File: src/rtl/tx_shift_ctrl_if.sv
// Byte-source / bit-sink bundle of the Tx shift controller.
// The controller takes the slave side; the byte source and bit consumer sit on the master side.
interface tx_shift_ctrl_if;
    logic       Tx_Bit_En;
    logic       Tx_Abort;
    logic [7:0] Tx_Data_In;
    logic       Tx_Data_Valid;
    logic       Tx_Data_Last;
    logic       Tx_Data_Ready;
    logic       Tx_Bit;
    logic       Tx_Bit_Valid;
    logic       Tx_Stuff;
    logic       Tx_Active;
    logic       Tx_Done;
    logic       Tx_Underrun;

    modport master (
        output Tx_Bit_En, Tx_Abort, Tx_Data_In, Tx_Data_Valid, Tx_Data_Last,
        input  Tx_Data_Ready, Tx_Bit, Tx_Bit_Valid, Tx_Stuff, Tx_Active, Tx_Done, Tx_Underrun
    );

    modport slave (
        input  Tx_Bit_En, Tx_Abort, Tx_Data_In, Tx_Data_Valid, Tx_Data_Last,
        output Tx_Data_Ready, Tx_Bit, Tx_Bit_Valid, Tx_Stuff, Tx_Active, Tx_Done, Tx_Underrun
    );
endinterface

File: src/rtl/tx_shift_ctrl.sv
// Tx sequencer: one-entry hold buffer feeding an LSB-first shifter with USB-style bit stuffing.
// Bytes chain back-to-back within a packet; completion is flagged by Done, starvation by Underrun.
module tx_shift_ctrl #(
    parameter bit          STUFF_EN  = 1'b1,
    parameter int unsigned STUFF_RUN = 6
) (
    input logic         Tx_Shift_Ctrl_Clk,
    input logic         Tx_Shift_Ctrl_Rst,
    tx_shift_ctrl_if.slave tx
);
    typedef enum logic [1:0] {StIdle, StLoad, StShift, StFinish} state_e;

    localparam logic [2:0] RunLen = 3'(STUFF_RUN);

    state_e     state_q;
    logic [8:0] hold_q;
    logic       hold_full_q;
    logic [7:0] shifter_q;
    logic       cur_last_q;
    logic [3:0] bit_cnt_q;
    logic [2:0] ones_cnt_q;
    logic       bit_q;
    logic       bit_valid_q;
    logic       stuff_q;
    logic       done_q;
    logic       underrun_q;

    logic       accept;
    logic       stuff_now;
    logic [2:0] ones_next;

    assign accept    = tx.Tx_Data_Valid && !hold_full_q;
    assign stuff_now = STUFF_EN && (ones_cnt_q == RunLen);
    assign ones_next = shifter_q[0] ? ones_cnt_q + 3'd1 : 3'd0;

    always_ff @(posedge Tx_Shift_Ctrl_Clk) begin
        if (Tx_Shift_Ctrl_Rst || tx.Tx_Abort) begin
            state_q     <= StIdle;
            hold_q      <= '0;
            hold_full_q <= 1'b0;
            shifter_q   <= '0;
            cur_last_q  <= 1'b0;
            bit_cnt_q   <= '0;
            ones_cnt_q  <= '0;
            bit_q       <= 1'b1;
            bit_valid_q <= 1'b0;
            stuff_q     <= 1'b0;
            done_q      <= 1'b0;
            underrun_q  <= 1'b0;
        end else begin
            bit_valid_q <= 1'b0;
            stuff_q     <= 1'b0;
            done_q      <= 1'b0;
            underrun_q  <= 1'b0;

            // Accept needs an empty hold and every emptying path needs a full one, so they
            // never collide on the same edge.
            if (accept) begin
                hold_q      <= {tx.Tx_Data_Last, tx.Tx_Data_In};
                hold_full_q <= 1'b1;
            end

            unique case (state_q)
                StIdle: begin
                    if (hold_full_q) state_q <= StLoad;
                end
                StLoad: begin
                    shifter_q   <= hold_q[7:0];
                    cur_last_q  <= hold_q[8];
                    hold_full_q <= 1'b0;
                    bit_cnt_q   <= '0;
                    state_q     <= StShift;
                end
                StShift: begin
                    if (tx.Tx_Bit_En) begin
                        bit_valid_q <= 1'b1;
                        if (stuff_now) begin
                            bit_q      <= 1'b0;
                            stuff_q    <= 1'b1;
                            ones_cnt_q <= '0;
                            // bit_cnt of 8 only survives when a trailing stuff was owed
                            if (bit_cnt_q == 4'd8) state_q <= StFinish;
                        end else begin
                            bit_q      <= shifter_q[0];
                            shifter_q  <= {1'b0, shifter_q[7:1]};
                            bit_cnt_q  <= bit_cnt_q + 4'd1;
                            ones_cnt_q <= ones_next;
                            if (bit_cnt_q == 4'd7) begin
                                if (!cur_last_q) begin
                                    if (hold_full_q) begin
                                        shifter_q   <= hold_q[7:0];
                                        cur_last_q  <= hold_q[8];
                                        hold_full_q <= 1'b0;
                                        bit_cnt_q   <= '0;
                                    end else begin
                                        underrun_q <= 1'b1;
                                        ones_cnt_q <= '0;
                                        state_q    <= StIdle;
                                    end
                                end else if (!(STUFF_EN && ones_next == RunLen)) begin
                                    state_q <= StFinish;
                                end
                            end
                        end
                    end
                end
                StFinish: begin
                    done_q     <= 1'b1;
                    ones_cnt_q <= '0;
                    state_q    <= StIdle;
                end
                default: state_q <= StIdle;
            endcase
        end
    end

    assign tx.Tx_Data_Ready = ~hold_full_q;
    assign tx.Tx_Bit        = bit_q;
    assign tx.Tx_Bit_Valid  = bit_valid_q;
    assign tx.Tx_Stuff      = stuff_q;
    assign tx.Tx_Active     = (state_q != StIdle);
    assign tx.Tx_Done       = done_q;
    assign tx.Tx_Underrun   = underrun_q;
endmodule

File: src/flat_wrapper.sv
// flat-port wrapper written by rule: the top's interface ports become plain ports
module tx_shift_ctrl_flat 
#(
    parameter bit          STUFF_EN  = 1'b1,
    parameter int unsigned STUFF_RUN = 6
)
  (Tx_Shift_Ctrl_Clk, Tx_Shift_Ctrl_Rst, tx_Tx_Bit_En, tx_Tx_Abort, tx_Tx_Data_In, tx_Tx_Data_Valid, tx_Tx_Data_Last, tx_Tx_Data_Ready, tx_Tx_Bit, tx_Tx_Bit_Valid, tx_Tx_Stuff, tx_Tx_Active, tx_Tx_Done, tx_Tx_Underrun);
  tx_shift_ctrl_if tx_i ();
  input logic Tx_Shift_Ctrl_Clk;
  input logic Tx_Shift_Ctrl_Rst;
  input wire logic [$bits(tx_i.Tx_Bit_En)-1:0] tx_Tx_Bit_En;
  input wire logic [$bits(tx_i.Tx_Abort)-1:0] tx_Tx_Abort;
  input wire logic [$bits(tx_i.Tx_Data_In)-1:0] tx_Tx_Data_In;
  input wire logic [$bits(tx_i.Tx_Data_Valid)-1:0] tx_Tx_Data_Valid;
  input wire logic [$bits(tx_i.Tx_Data_Last)-1:0] tx_Tx_Data_Last;
  output wire logic [$bits(tx_i.Tx_Data_Ready)-1:0] tx_Tx_Data_Ready;
  output wire logic [$bits(tx_i.Tx_Bit)-1:0] tx_Tx_Bit;
  output wire logic [$bits(tx_i.Tx_Bit_Valid)-1:0] tx_Tx_Bit_Valid;
  output wire logic [$bits(tx_i.Tx_Stuff)-1:0] tx_Tx_Stuff;
  output wire logic [$bits(tx_i.Tx_Active)-1:0] tx_Tx_Active;
  output wire logic [$bits(tx_i.Tx_Done)-1:0] tx_Tx_Done;
  output wire logic [$bits(tx_i.Tx_Underrun)-1:0] tx_Tx_Underrun;
  assign tx_i.Tx_Bit_En = tx_Tx_Bit_En;
  assign tx_i.Tx_Abort = tx_Tx_Abort;
  assign tx_i.Tx_Data_In = tx_Tx_Data_In;
  assign tx_i.Tx_Data_Valid = tx_Tx_Data_Valid;
  assign tx_i.Tx_Data_Last = tx_Tx_Data_Last;
  assign tx_Tx_Data_Ready = tx_i.Tx_Data_Ready;
  assign tx_Tx_Bit = tx_i.Tx_Bit;
  assign tx_Tx_Bit_Valid = tx_i.Tx_Bit_Valid;
  assign tx_Tx_Stuff = tx_i.Tx_Stuff;
  assign tx_Tx_Active = tx_i.Tx_Active;
  assign tx_Tx_Done = tx_i.Tx_Done;
  assign tx_Tx_Underrun = tx_i.Tx_Underrun;
  tx_shift_ctrl #(.STUFF_EN(STUFF_EN), .STUFF_RUN(STUFF_RUN)) u_core (.Tx_Shift_Ctrl_Clk(Tx_Shift_Ctrl_Clk), .Tx_Shift_Ctrl_Rst(Tx_Shift_Ctrl_Rst), .tx(tx_i));
endmodule
File: config.mk
export PLATFORM = sky130hd
export DESIGN_NAME = tx_shift_ctrl_flat
export DESIGN_NICKNAME = d
export VERILOG_FILES = /design/src/rtl/tx_shift_ctrl_if.sv /design/src/rtl/tx_shift_ctrl.sv /design/src/flat_wrapper.sv
export SDC_FILE = /design/constraint.sdc
export NUM_CORES = 1
export LEC_CHECK = 0
export ABC_AREA = 1
export CAP_MARGIN = 10
export CORE_MARGIN = 2
export CORE_UTILIZATION = 49
export CTS_BUF_LIST = sky130_fd_sc_hd__clkbuf_8 sky130_fd_sc_hd__clkbuf_16
export CTS_CLUSTER_DIAMETER = 60
export DETAILED_ROUTE_END_ITERATION = 7
export HOLD_SLACK_MARGIN = 0.12
export PLACE_DENSITY = 0.73
export SLEW_MARGIN = 20
export SYNTH_ARGS = -nofsm -noshare
export SYNTH_HDL_FRONTEND = slang
export SYNTH_SLANG_ARGS = --single-unit
File: constraint.sdc
create_clock -name Tx_Shift_Ctrl_Clk -period 1.35 [get_ports Tx_Shift_Ctrl_Clk]
set_input_delay 0.3375 -clock Tx_Shift_Ctrl_Clk [delete_from_list [all_inputs] [get_ports Tx_Shift_Ctrl_Clk]]
set_output_delay 0.3375 -clock Tx_Shift_Ctrl_Clk [all_outputs]
set_load 0.03 [all_outputs]
==> run metrics, run 1 <==
status=complete, but fails checks; failing checks=setup timing; layout cell share with drive strength beyond 1=39.6%; Hold Path Depth=2; Worst EP required=1.52 ns; crit share post-route=114%; CTS clk-pin slew, worst paths=0.07 ns; largest net degree at the start of global routing=19; H-tree levels=2; row count=21; number of synthesized register bits=33; Power Internal=1.42 mW; Clk pwr share=36.5%; Initial Utilization=50.9%; first-pass GRT wire length=6.93 mm; DRT iter0 DRCs=118; Synth Instances=227; setup TNS=-1.39 ns; residual DRC count=0; Final Worst Setup Slack=-0.189 ns; Hold Vio Cnt, Final=0; Compound-Gate Fraction of Synth Area=9.35%; Max-Cap Viols=0; commonest non-fill, non-tap cells in the layout=nand2_1 (42), buf_4 (38), nor2_1 (29), dfxtp_1 (27), inv_1 (18); largest family of logic cells by synthesized area=simple AND/OR/NAND/NOR gates; die width=62.7 µm; Slew Viols, Final=0; total CTS buffers=5; relative slew slack=80.1%; Hold WS=0.488 ns; die height=62.7 µm; Sw Share=25.0%; crit end category=flip-flop; DRT Wirelength=4.62 mm; HPWL Detailed=2.72 mm; routed vias/inst=5.13; Worst-Margin Slew=0.300 ns; Post-CTS Hold Buffers=0; Synth Area in XOR/XNOR=0.519%; endpoints failing setup=17; critical setup path kind=flip-flop to flip-flop; Synth Area in Simple Gates=33.3%; Final Wtd Congestion=0.884; total core area=3310 µm²; Die ar.=3930 µm²; Worst VDD drop=0.609 mV; Avg Cell Area, Syn=7.43 µm²; worst hold path type=flip-flop to flip-flop; vias in the first global route=1,588; Leakage=1.07 nW; clock sink total=33; library cells used by synthesis=27; Vias=1,715; number of nets in the layout=312; total I/O pin count=21; Adder-Cell Fraction of Synth Area=6.68%; total track usage=22.1%; Placement Setup Slack=-0.337 ns; Synth-to-Final Area Change=47.0%; latest clock arrival within the worst-skew pair=0.29 ns; Critical Path AT=1.71 ns; Peak Freq=650 MHz; RSZ-0062 raised after global routing=true; DRT Pass-1 Iters=4; commonest non-fill, non-tap cell in the layout=nand2_1; post-synthesis mux area share=0%; Root Buffer=clkbuf_8; synth warn=0; R2R depth=9; post-synthesis cell area=1690 µm²; min Tclk post-route=1.54 ns; syn nets=250; gr ovfl total=0; Final Util=74.9%; Flop pwr share=52.8%; P_sw=474 µW; drt wl/cell=13.8 µm; Antenna diodes=0; register area share after synthesis=39.2%; CTS max path bufs=2; CP Max Fanout=5; input/output buffers=20; initial antenna violation count=0; Startpoint Class=flip-flop; PD cells=766 nW/µm²; post-route ant nets=0; combinational share of power=10.7%; Worst Skew=0.00558 ns; CTS tree=done
## routing by layer
layer	vias to the layer above	GRT usage, %	share of wire (%)
met2	69	35.5	50
met4	0	10.3	2.4
met5	-	0	0
li1	842	-	-
met1	791	27.2	41
met3	13	6.49	6.5
## logic make-up (layout without fill, tap and decap cells)
group / after synthesis / in the layout
and+or+nand+nor: 119 / 120
xor gates and xnor gates: 1 / 1
buffers and inverters: 35 / 95
adders and majority gates: 9 / 9
AOI/OAI and AO/OA: 30 / 30
DFF: 33 / 33
## synth_stat cells
| cell type | number | area share [%] |
|---|---|---|
| nand4_1 | 4 | 1.5 |
| nor4_1 | 1 | 0.37 |
| buf_12 | 1 | 1.2 |
| ha_1 | 9 | 6.7 |
| nand2_1 | 49 | 11 |
| clkbuf_8 | 2 | 1.6 |
| a21oi_1 | 11 | 3.3 |
| inv_4 | 1 | 0.37 |
| nand3_2 | 7 | 4.2 |
| a31oi_1 | 1 | 0.37 |
| nor2_2 | 1 | 0.37 |
| nand2_2 | 2 | 0.74 |
| o21ai_0 | 16 | 4.7 |
| clkinv_1 | 1 | 0.22 |
| buf_6 | 2 | 1.3 |
| inv_2 | 1 | 0.22 |
| inv_1 | 26 | 5.8 |
| dfxtp_1 | 33 | 39 |
| buf_1 | 1 | 0.22 |
| a22oi_1 | 1 | 0.45 |
| nand3_1 | 16 | 4.7 |
| nand2_4 | 2 | 1.3 |
| xor2_1 | 1 | 0.52 |
| a21oi_2 | 1 | 0.52 |
| nor2_1 | 34 | 7.6 |
| nor3_1 | 1 | 0.30 |
| nor2_4 | 2 | 1.3 |
## worst paths after layout
| check | startpoint | to | slack (ns) |
|---|---|---|---|
| worst max-delay path | u_core.state_q[1]$_SDFFE_PP0P_ | u_core.state_q[1]$_SDFFE_PP0P_ | -0.19 |
| worst min-delay path | u_core.shifter_q[7]$_SDFFE_PP0P_ | u_core.shifter_q[7]$_SDFFE_PP0P_ | 0.49 |
| worst max register to register | u_core.state_q[1]$_SDFFE_PP0P_ | u_core.state_q[1]$_SDFFE_PP0P_ | -0.19 |
| worst min register to register | u_core.shifter_q[7]$_SDFFE_PP0P_ | u_core.shifter_q[7]$_SDFFE_PP0P_ | 0.49 |
## flip-flops by register name, summed over array words and instances, names as in the netlist, 2 cells and up
| signal | cells |
|---|---|
| u_core.state_q | 2 |
| u_core.hold_q | 9 |
| u_core.bit_cnt_q | 4 |
| u_core.shifter_q | 8 |
| u_core.ones_cnt_q | 3 |
## repair_timing
action,4_1_cts,5_1_grt
gates cloned,1,0
pin swaps,21,9
resized for setup,32,34
buffers inserted,5,5
setup endpoints to repair,21,34
## worst max-delay path, stage by stage (launching register included)
cell and delay [ns]:
dfxtp_2 0.33, buf_6 0.11, ha_4 0.18, buf_4 0.15, nand2_1 0.08, nand2_1 0.07
a21oi_2 0.19, nand3_2 0.14, nand2_1 0.12, a21oi_2 0.06
## power groups by stage
stage,sequential [mW],clock (mW),combinational [mW]
global placement,1.02,0,0.169
global route,1.00,0.733,0.224
detailed placement,1.02,0,0.172
floorplan,1.02,0,0.0959
CTS,1.00,0.687,0.188
finish,1.00,0.693,0.204
## area by class of cell
cell class / count / area [µm²]
Timing Repair Buffer: 60 / 519
Tap cell: 46 / 57.6
Fill cell: 251 / 832
Sequential cell: 33 / 668
Clock buffer: 5 / 68.8
Inverter: 29 / 121
Multi-Input combinational cell: 160 / 1040
Clock inverter: 1 / 5.00
## per-stage QoR
step	cell area, µm²	instances	power (mW)
global route	2480	334	1.96
CTS	2330	329	1.88
detailed placement	2120	318	1.19
floorplan	1710	227	1.12
finish	2480	334	1.90
global placement	2120	318	1.19
(Power assumes the default switching activity.)
==> inputs of run 2 (changes only) <==
--- a/config.mk
+++ b/config.mk
@@ -13,7 +13,7 @@
 export CTS_CLUSTER_DIAMETER = 60
 export DETAILED_ROUTE_END_ITERATION = 7
 export HOLD_SLACK_MARGIN = 0.12
-export PLACE_DENSITY = 0.73
+export PLACE_DENSITY = 0.75
 export SLEW_MARGIN = 20
 export SYNTH_ARGS = -nofsm -noshare
 export SYNTH_HDL_FRONTEND = slang
==> run 2 against run 1 <==
  * The run still ends with setup timing left
  * Critical path depth rose by 1
  * Worst setup slack got worse by 0.045 ns
  * Sequential power about the same
  * Sequential share of layout area fell by 1.2 points
  * Die area unchanged
  * Worst hold slack got worse by 0.048 ns
  * Clock power grew 39%
  * First-iteration DRC count grew 12%
  * Critical path type unchanged
  * Highest routed layer unchanged
==> run metrics, run 2 (synthesis gave the netlist of run 1 again) <==
Multi-input gate area=1070 µm²; min Tclk post-route=1.58 ns; gr ovfl total=0; PD cells=842 nW/µm²; cell area after layout=2590 µm²; combinational share of power=10.0%; R2R setup slack=-0.23 ns; Clk pwr share=44.1%; DRT iter0 DRCs=132; total I/O pin count=21; post-route ant nets=0; Power Internal=1.68 mW; worst hold path type=input pin to flip-flop; total track usage=21.0%; Peak Freq=631 MHz; Worst Hold Endpoint=u_core.tx.Tx_Bit_Valid$_SDFF_PP0_; post-layout power=2.18 mW; RSZ-0062 raised after global routing=true; Max-Cap Viols=0; leading registers by flop count=u_core.hold_q x9, u_core.shifter_q x8, u_core.bit_cnt_q x4; row count=21; die width=62.7 µm; failing checks=setup timing; fill cell count=213; crit share post-route=117%; CTS max path bufs=2; register area=667 µm²; Hold WS=0.440 ns; Critical Path AT=1.82 ns; first-pass GRT wire length=6.55 mm; Final Wtd Congestion=0.877; total core area=3310 µm²; die height=62.7 µm; residual DRC count=0; latest clock arrival within the worst-skew pair=0.29 ns; setup TNS=-2.97 ns; Vias=1,839; reg2reg start=u_core.state_q[1]$_SDFFE_PP0P_; Sw Share=23.0%; Largest register FFs=9; initial antenna violation count=0; Hold Vio Cnt, Final=0; Worst-Margin Slew=0.372 ns; largest reg by FF count=u_core.hold_q; Worst Skew=0.00718 ns; Root Buffer=clkbuf_8; status=complete, but fails checks; drt wl/cell=15.4 µm; critical setup path kind=flip-flop to flip-flop; P_sw=501 µW; Hold Path Depth=3; CP Max Fanout=8; Placement Setup Slack=-0.366 ns; DRT Wirelength=5.28 mm; CTS tree=done; vias in the first global route=1,459; relative slew slack=75.2%; Synth-to-Final Area Change=53.7%; Leakage=1.14 nW; crit end category=flip-flop; Area after DPL=2130 µm²; HPWL Detailed=2.70 mm; layout cell share with drive strength beyond 1=42.2%; hold_sp=tx_Tx_Bit_En; Final Worst Setup Slack=-0.234 ns; Initial Utilization=50.9%; routed vias/inst=5.38; worst flop-to-flop path endpoint=u_core.shifter_q[6]$_SDFFE_PP0P_; R2R depth=10; H-tree levels=2; Die ar.=3930 µm²; CTS clk-pin slew, worst paths=0.07 ns; DRT Pass-1 Iters=4; Slew Viols, Final=0; Worst EP required=1.59 ns; largest net degree at the start of global routing=22; Post-CTS Hold Buffers=0; Startpoint Class=flip-flop; number of nets in the layout=318; Flop pwr share=45.9%; clock sink total=33; commonest non-fill, non-tap cells in the layout=nand2_1 (40), buf_4 (40), nor2_1 (30), dfxtp_1 (28), inv_1 (18); Worst VDD drop=0.751 mV; total CTS buffers=5; input/output buffers=20; Antenna diodes=0; endpoints failing setup=19
[run 2: final cells by class]
type                    instances  area share, %
clock buffers                   6           3.19
clock inverters                 2           1.30
inverters                      29           4.78
multi-input cells             161           41.2
flip-flops and latches         33           25.7
well taps                      46           2.22
repair buffers                 65           21.6
[run 2: worst max-delay path by stage]
stage / from / to / slack, ns / depth (start not counted)
2_1_floorplan: u_core.state_q[0]$_SDFFE_PP0P_ / u_core.shifter_q[2]$_SDFFE_PP0P_ / 0.0009 / 12
3_3_place_gp: tx_Tx_Bit_En / u_core.state_q[0]$_SDFFE_PP0P_ / -0.32 / 9
3_5_place_dp: tx_Tx_Bit_En / u_core.state_q[0]$_SDFFE_PP0P_ / -0.37 / 9
4_1_cts: u_core.state_q[1]$_SDFFE_PP0P_ / u_core.shifter_q[2]$_SDFFE_PP0P_ / -0.11 / 10
5_1_grt: u_core.state_q[1]$_SDFFE_PP0P_ / u_core.shifter_q[6]$_SDFFE_PP0P_ / -0.32 / 10
6_report: u_core.state_q[1]$_SDFFE_PP0P_ / u_core.shifter_q[6]$_SDFFE_PP0P_ / -0.23 / 10
[run 2: worst max-delay path: stages (launching register included)]
cell and delay, ns:
dfxtp_2 0.34, buf_6 0.11, ha_4 0.18, nand2_4 0.08
nor2_4 0.19, inv_4 0.07, nor2_4 0.24, nand2_1 0.11
nand3_1 0.10, nand2_1 0.05, inv_1 0.04
[run 2: what timing repair did]
action / in CTS / in global routing
buffers inserted: 4 / 10
endpoints found under the setup margin: 22 / 22
cloned: 0 / 2
gates resized for setup: 22 / 52
pin swaps: 16 / 19
[run 2: routing by layer]
metal,part of all wire (%),vias up,global-route usage [%]
met2,50,91,31.6
met1,41,854,28.8
met5,0,-,0
li1,-,865,-
met3,5.1,29,4.32
met4,3.9,0,9.72
[run 2: per-stage QoR]
step                util [%]  std cells
floorplan                  -        227
global placement        64.4        320
detailed placement      64.4        320
CTS                     70.4        331
global route            78.3        342
finish                  78.3        342
[run 2: power by group through the flow]
stage                     sequential (mW)  combinational [mW]  clock, mW
after global routing                 1.00               0.234       1.01
after global placement               1.02               0.173          0
after detailed placement             1.02               0.176          0
after CTS                            1.00               0.186      0.964
after floorplan                      1.02              0.0959          0
final                                1.00               0.217      0.964
==> inputs of run 3 (changes only) <==
--- a/config.mk
+++ b/config.mk
@@ -5,15 +5,14 @@
 export SDC_FILE = /design/constraint.sdc
 export NUM_CORES = 1
 export LEC_CHECK = 0
-export ABC_AREA = 1
 export CAP_MARGIN = 10
 export CORE_MARGIN = 2
-export CORE_UTILIZATION = 49
+export CORE_UTILIZATION = 48
 export CTS_BUF_LIST = sky130_fd_sc_hd__clkbuf_8 sky130_fd_sc_hd__clkbuf_16
 export CTS_CLUSTER_DIAMETER = 60
 export DETAILED_ROUTE_END_ITERATION = 7
 export HOLD_SLACK_MARGIN = 0.12
-export PLACE_DENSITY = 0.75
+export PLACE_DENSITY = 0.79
 export SLEW_MARGIN = 20
 export SYNTH_ARGS = -nofsm -noshare
 export SYNTH_HDL_FRONTEND = slang
==> run 3 against run 2 <==
  * The run still ends with setup timing left
  * Utilization up 0.87 points
  * Power down 13%
  * Clock skew is 0.0015 ns higher
  * Critical endpoint is now u_core.state_q[0]$_SDFFE_PP0P_
==> run metrics, run 3 <==
relative slew slack=71.3%; slowest CP cell=dfxtp_2; CTS max path bufs=2; leading cell type by number of instances after synthesis=nand2_1; library cells used by synthesis=34; largest reg by FF count=u_core.hold_q; CP cell instances=inv_2 > ha_4 > and4b_1 > o21a_1 > o311ai_4 > and4b_1 > nor3_2; gr ovfl total=0; layout cell share with drive strength beyond 1=40.3%; commonest non-fill, non-tap cells in the layout=nand2_1 (38), buf_4 (29), dfxtp_1 (26), a21oi_1 (14), clkdlybuf4s50_1 (12); DRT Pass-1 Iters=5; cell family with most CP delay=simple AND/OR/NAND/NOR gates; Worst Skew=0.00867 ns; PD cells=783 nW/µm²; synth warn=0; latest clock arrival within the worst-skew pair=0.29 ns; critical setup path kind=flip-flop to flip-flop; post-synth top area share=42.7%; status=complete, but fails checks; reg2reg start=u_core.ones_cnt_q[0]$_SDFFE_PP0P_; Initial Utilization=50.7%; min Tclk post-route=1.71 ns; async set-reset flop share out of synthesis=0%; largest net degree at the start of global routing=18; initial antenna violation count=0; Root Buffer=clkbuf_8; worst hold path type=flip-flop to flip-flop; post-synthesis cell area=1550 µm²; R2R depth=7; Vias=1,626; Avg Cell Area, Syn=8.27 µm²; input/output buffers=20; hold_sp=u_core.hold_q[1]$_SDFFE_PP0P_; die height=60.8 µm; drt wl/cell=16.9 µm; Hold WS=0.467 ns; Die ar.=3690 µm²; CTS tree=done; DRT Wirelength=4.94 mm; Synth Instances=187; register area=669 µm²; worst path buffer plus inverter count=1; total core area=3050 µm²; Worst Hold Endpoint=u_core.hold_q[1]$_SDFFE_PP0P_; R2R setup slack=-0.36 ns; Post-synth top cells=nand2_1 (42), dfxtp_1 (33), a21oi_1 (18); crit share post-route=127%; H-tree levels=2; number of nets in the layout=270; Worst-Margin Slew=0.430 ns; Synth-to-Final Area Change=56.3%; first-pass GRT wire length=7.18 mm; Worst VDD drop=0.845 mV; total I/O pin count=21; commonest non-fill, non-tap cell in the layout=nand2_1; Largest register FFs=9; Critical Path AT=1.89 ns; worst flop-to-flop path endpoint=u_core.state_q[0]$_SDFFE_PP0P_; post-layout power=1.89 mW; fill cell count=183; Max-Cap Viols=0; register area share after synthesis=42.7%; CTS clk-pin slew, worst paths=0.06 ns; Most Frequent Cell on Critical Path=and4b_1; syn nets=210; Leakage=0.937 nW; slowest stage delay, CP=0.35 ns; post-route ant nets=0; Final Util=79.2%; Slew Viols, Final=0; RSZ-0062 raised after global routing=true; Final Worst Setup Slack=-0.363 ns; Area contributors post-synth=dfxtp_1 (43%), nand2_1 (10%), ha_1 (7.3%); Multi-input gate area=1040 µm²; Antenna diodes=0; post-synth top area cell=dfxtp_1; endpoints failing setup=18; routed vias/inst=5.57; number of synthesized register bits=33; die width=60.8 µm; clock sink total=33; Hold Path Depth=2; Peak Freq=584 MHz; vias in the first global route=1,537; Startpoint Class=flip-flop; CP Max Fanout=4; Hold Vio Cnt, Final=0; total CTS buffers=5; DRT iter0 DRCs=84; total track usage=26.9%; leading registers by flop count=u_core.hold_q x9, u_core.shifter_q x8, u_core.bit_cnt_q x4; top_reg_cell synth=dfxtp_1; crit end category=flip-flop; Final Wtd Congestion=0.836; failing checks=setup timing; HPWL Detailed=2.77 mm; Worst EP required=1.52 ns; residual DRC count=0; row count=20; Post-synth EDFFs=0
## run 3: worst reg2reg max path: stages (launching register included)
cell	delay (ns)
dfxtp_2	0.35
inv_2	0.05
ha_4	0.25
and4b_1	0.18
o21a_1	0.13
o311ai_4	0.31
and4b_1	0.28
nor3_2	0.05
## run 3: worst max path at each step
stage,endpoint,cells past startpoint,slack [ns],startpoint
6_report,u_core.state_q[0]$_SDFFE_PP0P_,7,-0.36,u_core.ones_cnt_q[0]$_SDFFE_PP0P_
5_1_grt,u_core.state_q[0]$_SDFFE_PP0P_,7,-0.39,u_core.ones_cnt_q[0]$_SDFFE_PP0P_
3_5_place_dp,u_core.shifter_q[4]$_SDFFE_PP0P_,5,-0.38,tx_Tx_Bit_En
3_3_place_gp,u_core.state_q[0]$_SDFFE_PP0P_,5,-0.33,tx_Tx_Bit_En
4_1_cts,u_core.state_q[0]$_SDFFE_PP0P_,7,-0.33,u_core.ones_cnt_q[0]$_SDFFE_PP0P_
2_1_floorplan,u_core.state_q[0]$_SDFFE_PP0P_,7,-0.23,u_core.ones_cnt_q[0]$_SDFFE_PP0P_
## run 3: through the flow
step / std cells / cell area [µm²] / setup WS, ns / setup TNS [ns]
2_1_floorplan: 187 / 1550 / -0.232 / -1.16
3_3_place_gp: 270 / 1960 / -0.326 / -5.95
3_5_place_dp: 270 / 1960 / -0.375 / -7.35
4_1_cts: 284 / 2210 / -0.326 / -0.922
5_1_grt: 292 / 2420 / -0.388 / -2.86
6_report: 292 / 2420 / -0.363 / -1.69
## run 3: per-layer routing
layer  vias to the layer above  GRT usage, %  share of wire, %  wire length, µm
li1                        762             -                 -                -
met3                        29          4.90               7.0              344
met4                         0          13.7               5.9              289
met2                        81          45.5                51             2540
met1                       754          32.5                36             1770
met5                         -             0                 0                0
## run 3: final cells by class
| cell class | count | area share (%) |
|---|---|---|
| repair buffers | 59 | 21.8 |
| multi-input cells | 139 | 43.2 |
| clock buffers | 5 | 2.85 |
| flip-flops and latches | 33 | 27.7 |
| well taps | 44 | 2.28 |
| clock inverters | 3 | 0.569 |
| inverters | 9 | 1.60 |
## run 3: timing repair
item	CTS	global route
endpoints found under the setup margin	25	24
gates resized for setup	40	40
gates cloned	3	0
setup buffers	3	10
hold buffers	0	0
pin swaps	11	19
## run 3: report_power, final
group	internal [mW]	switching, mW
sequential	0.986	0.00919
clock	0.349	0.363
combinational	0.0866	0.0979
total	1.42	0.470
## run 3: logic make-up (layout without fill, tap and decap cells)
group | after synthesis | count (layout) | share of synthesized area, %
simple gates | 86 | 87 | 27.3
compound gates | 42 | 42 | 17.3
flops | 33 | 33 | 42.7
buf+inv | 16 | 76 | 4.61
fa+ha+maj | 9 | 9 | 7.28
mux | 1 | 1 | 0.728
==> variant 1: new RTL, config.mk and constraints of run 1 <==
Encoding of `state_e`: now Gray code (2 bits for 4 states).
--- a/src/rtl/tx_shift_ctrl.sv
+++ b/src/rtl/tx_shift_ctrl.sv
@@ -9,5 +9,5 @@
     tx_shift_ctrl_if.slave tx
 );
-    typedef enum logic [1:0] {StIdle, StLoad, StShift, StFinish} state_e;
+    typedef enum logic [1:0] {StIdle = 2'b00, StLoad = 2'b01, StShift = 2'b11, StFinish = 2'b10} state_e;
 
     localparam logic [2:0] RunLen = 3'(STUFF_RUN);
Formal check against the unedited RTL: same outputs for any inputs over 10 cycles, from zero or initial values; not proved beyond that.
==> variant 1 against run 1 <==
Final area down 11%; clock power grew 2%; routed wire length fell by 14%; total power up 0.75%; worst setup slack improved by 200 ps; largest power group unchanged; via count fell by 9.7%; sequential cell count is the same; area after synthesis fell by 9.5%; count of clock-buffer cells in the layout unchanged; largest cell class unchanged.
==> variant 1: results (changes against run 1) <==
metric;value;unit;change
gr-usage-all-layers;0.215;;-0.00609
num_antenna_cells;0;;unchanged
met3_usage;0.0476;;-0.0172
synth_common_cells;nand2_1 (49), nor2_1 (35), dfxtp_1 (33);;
numCtsBuffers;5;;unchanged
root_buffer;clkbuf_8;;
slew_headroom;0.802;;about the same
grt_first_pass_wirelength;5730;µm;-17%
syn_nets;233;;-6.8%
placed_area;0.00190;mm²;-10%
m1WireLength;1800;µm;-4.1%
antenna_left;0;;unchanged
p_int;1.43;mW;+0.41%
fin_nets;281;;-9.9%
use_met1;0.299;;+0.0264
synth_ff_type;dfxtp_1;;
fillers;216;;-14%
yosys_warnings;0;;unchanged
ys_types;25;;-7.4%
largest_registers;u_core.hold_q x9, u_core.shifter_q x8, u_core.bit_cnt_q x4;;
worstHoldPathCells;2;;unchanged
hold_buffers;0;;unchanged
highest_layer;met4;;
ir_drop;704;µV;+16%
place_congestion;0.919;;+4.0%
status;finished clean;;
r2r_cells;10;;+1
clk_pin_slew;70;ps;about the same
io_buffers;20;;unchanged
arrival;1580;ps;-130 ps
synth.most_common_cell;nand2_1;;
skew;6.62;ps;+1.05 ps
design_area;0.00221;mm²;-11%
drive_above_1_share;0.307;;-0.0890
crit_fanout;5;;unchanged
r2r_setup_slack;7;ps;+200 ps
leakage;1.04;nW;-2.4%
grt_antenna_before_repair;0;;unchanged
met3_length;234;µm;-22%
cts_max_path_buffers;2;;unchanged
yosysSeqAreaShare;0.433;;+0.0411
netlist_top_cells_area;dfxtp_1 (43%), nand2_1 (12%), nor2_1 (8.6%);;
routed-wl-met2;1830;µm;-21%
dp_hpwl;2450;µm;-9.9%
wl_per_cell;13.4;µm;-2.9%
dr.pass1.iters;4;;unchanged
hold_path_class;flop to flop;;
grt_start_max_net_pins;17;;-2
hold_slack;484;ps;-3.54 ps
drt_iter0_drc;63;;-47%
grt_pass1_vias;1318;;-17%
clock_latency;290;ps;about the same
vias;1548;;-9.7%
synth_top_area_share;0.433;;+0.0411
met2_usage;0.318;;-0.0365
async_flop_share;0;;unchanged
-- variant 1: final cells by class --
type	count	share of cell area
Clock buffer	5	0.0312
Inverter	28	0.0505
Timing Repair Buffer	42	0.167
Clock inverter	3	0.00624
Sequential cell	33	0.306
Multi-Input combinational cell	153	0.420
Tap cell	33	0.0187
-- variant 1: worst paths after layout --
| check | startpoint | end |
|---|---|---|
| max reg2reg | u_core.ones_cnt_q[0] | u_core.shifter_q[2] |
| max | u_core.ones_cnt_q[0] | u_core.shifter_q[2] |
| min reg2reg | u_core.shifter_q[7] | u_core.shifter_q[7] |
| min | u_core.shifter_q[7] | u_core.shifter_q[7] |
-- variant 1: cells by family after synthesis --
kind of cell	after synthesis	synth area share
and+or+nand+nor	122	0.369
DFF	33	0.433
adders and majority gates	4	0.0328
AOI/OAI and AO/OA	24	0.0811
buffers and inverters	32	0.0844
-- variant 1: critical path, cell delays in order, from the launching register on --
cell	delay, ps
dfxtp_2	330
inv_2	50
ha_4	150
nand2_4	90
nand3_4	120
buf_6	170
nor2_8	140
nand2_2	70
nand3_2	60
nand2_1	60
inv_1	50
-- variant 1: power by group through the flow --
stage | combinational, mW | clock, mW | sequential [mW]
finish | 0.207 | 0.704 | 1.00
global placement | 0.184 | 0 | 1.03
floorplan | 0.0956 | 0 | 1.02
global route | 0.228 | 0.751 | 1.00
CTS | 0.191 | 0.721 | 1.00
detailed placement | 0.187 | 0 | 1.03
-- variant 1: timing repair --
item	CTS	global route
pin swaps	6	18
endpoints found under the setup margin	14	22
gates cloned	1	2
gates resized for setup	18	41
buffers inserted	0	2
-- variant 1: per-stage QoR --
step                cells  setup WS (ps)  TNS, ps
floorplan             215           12.9        0
global placement      284           -272    -5600
detailed placement    284           -308    -6640
CTS                   293          -2.11    -2.11
global route          297          -66.6     -481
finish                297           7.37        0
==> variant 2: new RTL, config.mk and constraints of run 1 <==
Made on the original files. `STUFF_RUN` is set to 6 in 2 places; all go to 3.
--- a/src/rtl/tx_shift_ctrl.sv
+++ b/src/rtl/tx_shift_ctrl.sv
@@ -3,5 +3,5 @@
 module tx_shift_ctrl #(
     parameter bit          STUFF_EN  = 1'b1,
-    parameter int unsigned STUFF_RUN = 6
+    parameter int unsigned STUFF_RUN = 3
 ) (
     input logic         Tx_Shift_Ctrl_Clk,
--- a/src/flat_wrapper.sv
+++ b/src/flat_wrapper.sv
@@ -3,5 +3,5 @@
 #(
     parameter bit          STUFF_EN  = 1'b1,
-    parameter int unsigned STUFF_RUN = 6
+    parameter int unsigned STUFF_RUN = 3
 )
   (Tx_Shift_Ctrl_Clk, Tx_Shift_Ctrl_Rst, tx_Tx_Bit_En, tx_Tx_Abort, tx_Tx_Data_In, tx_Tx_Data_Valid, tx_Tx_Data_Last, tx_Tx_Data_Ready, tx_Tx_Bit, tx_Tx_Bit_Valid, tx_Tx_Stuff, tx_Tx_Active, tx_Tx_Done, tx_Tx_Underrun);
Formal check against the unedited RTL: not equivalent (a bounded check fails within 10 cycles, from zero or initial values).
==> variant 2 against run 1 <==
The run still ends with negative setup slack left; count of clock-buffer cells in the layout unchanged; total power increased by 15%; final area increased by 6.7%; routed wire length increased by 2.4%; critical path depth decreased by 1; core utilization increased by 5.0 points; area after synthesis about the same; sequential cell count unchanged; worst setup slack improved by 83 ps.
==> variant 2: results (changes against run 1) <==
metric;value;unit;change
status;finished, violations left;;
violations;negative setup slack;;
r2r_cells;8;;-1
use_met1;0.308;;+0.0358
sh_seq_area;0.255;;-0.0149
netlist_top_cells_area;dfxtp_1 (39%), nand2_1 (7.6%), ha_1 (6.7%);;
area_delta_synth_final;56.9;%;
worstHoldPathCells;2;;unchanged
syn_nets;237;;-5.2%
buf_share;0.234;;+0.0248
worst_path_max_delay_cell;dfxtp_2;;
power.net_switching;533;µW;+12%
cts_max_level;2;;unchanged
multi_input_area;0.00106;mm²;+1.8%
place_congestion;0.833;;-5.7%
clockPowerShare;0.417;;+0.052
grt_pass1_vias;1743;;+9.8%
fillers;197;;-22%
fin_ws;-106;ps;+82.9 ps
grt_start_max_net_pins;16;;-3
clkCellAreaFrac;0.0393;;+0.00950
skew;4.79;ps;-0.782 ps
grt_first_pass_wirelength;7790;µm;+12%
ir_drop;481;µV;-21%
seq_cell_count;33;;unchanged
signal_buffers;63;;+5.0%
drive_above_1_share;0.437;;+0.0410
setup_violations;18;;+1
fin_cells;323;;-3.3%
synth_common_cells;nand2_1 (34), dfxtp_1 (33), inv_1 (27);;
met3_usage;0.0613;;-0.00360
fin_nets;300;;-3.8%
wirelength;4730;µm;+2.4%
yosysSeqAreaShare;0.392;;about the same
drt_iter0_drc;100;;-15%
pg_clk;913;µW;+32%
viasPerCell;5.19;;+1.1%
nMultiInputCombCells;142;;-11%
dp.cells;299;;-6.0%
dp_slack;-340;ps;-3.04 ps
num_antenna_cells;0;;unchanged
leakage;1.05;nW;-1.9%
slowest_delay;340;ps;
gr-usage-all-layers;0.253;;+0.0316
dp_hpwl;2560;µm;-6.1%
worst_pin_slew;360;ps;+60.1 ps
arrival;1680;ps;-30 ps
syn_avg_cell_area;7.88;µm²;+6.0%
design_area;0.00264;mm²;+6.7%
power.share.combinational;0.125;;+0.018
met2_usage;0.421;;+0.0659
ys_types;31;;+15%
placed_area;0.00211;mm²;-0.53%
inv_count;32;;+10%
timing.setup.tns;-893;ps;+499 ps
[variant 2: cell types whose count changed in the layout (fill, tap and decap cells not counted), sizes merged, moves of 4 or more]
cell	run 1	this run
nand2	54	39
o21ai	16	33
nand3	23	10
a21oi	12	23
nand4	4	0
nor2	37	19
[variant 2: logic make-up after synthesis]
kind of cell | count (synthesis) | synth area share
buffers and inverters | 39 | 0.108
and+or+nand+nor | 73 | 0.200
AOI/OAI and AO/OA | 59 | 0.227
DFF | 33 | 0.392
adders and majority gates | 9 | 0.0668
xor gates and xnor gates | 1 | 0.00520
[variant 2: worst paths after layout]
path	slack, ps	to	from
hold reg to reg	460	u_core.hold_q[1]	u_core.hold_q[1]
setup reg to reg	-110	u_core.ones_cnt_q[2]	u_core.ones_cnt_q[1]
hold / removal	460	u_core.hold_q[1]	u_core.hold_q[1]
setup / recovery	-110	u_core.ones_cnt_q[2]	u_core.ones_cnt_q[1]
[variant 2: routing by layer]
layer  wire [µm]  up-vias  part of all wire
li1            -      820                 -
met1        2030      795              0.43
met2        2360       51              0.50
met3         243       10             0.051
met4          91        0             0.019
met5           0        -                 0
[variant 2: what timing repair did]
item / CTS / global route
pin swaps: 17 / 4
hold buffers: 0 / 0
cloned: 2 / 0
resized for setup: 56 / 30
setup buffers: 15 / 1
setup endpoints to repair: 27 / 35
[variant 2: worst max-delay path: cells and delay by family (launching register included)]
family,cells,cell delay (ps)
AO/OA/AOI/OAI,1,190
adder cells (fa/ha/maj),2,350
buffers and inverters,1,70
flip-flops,1,340
AND/OR/NAND/NOR,4,440
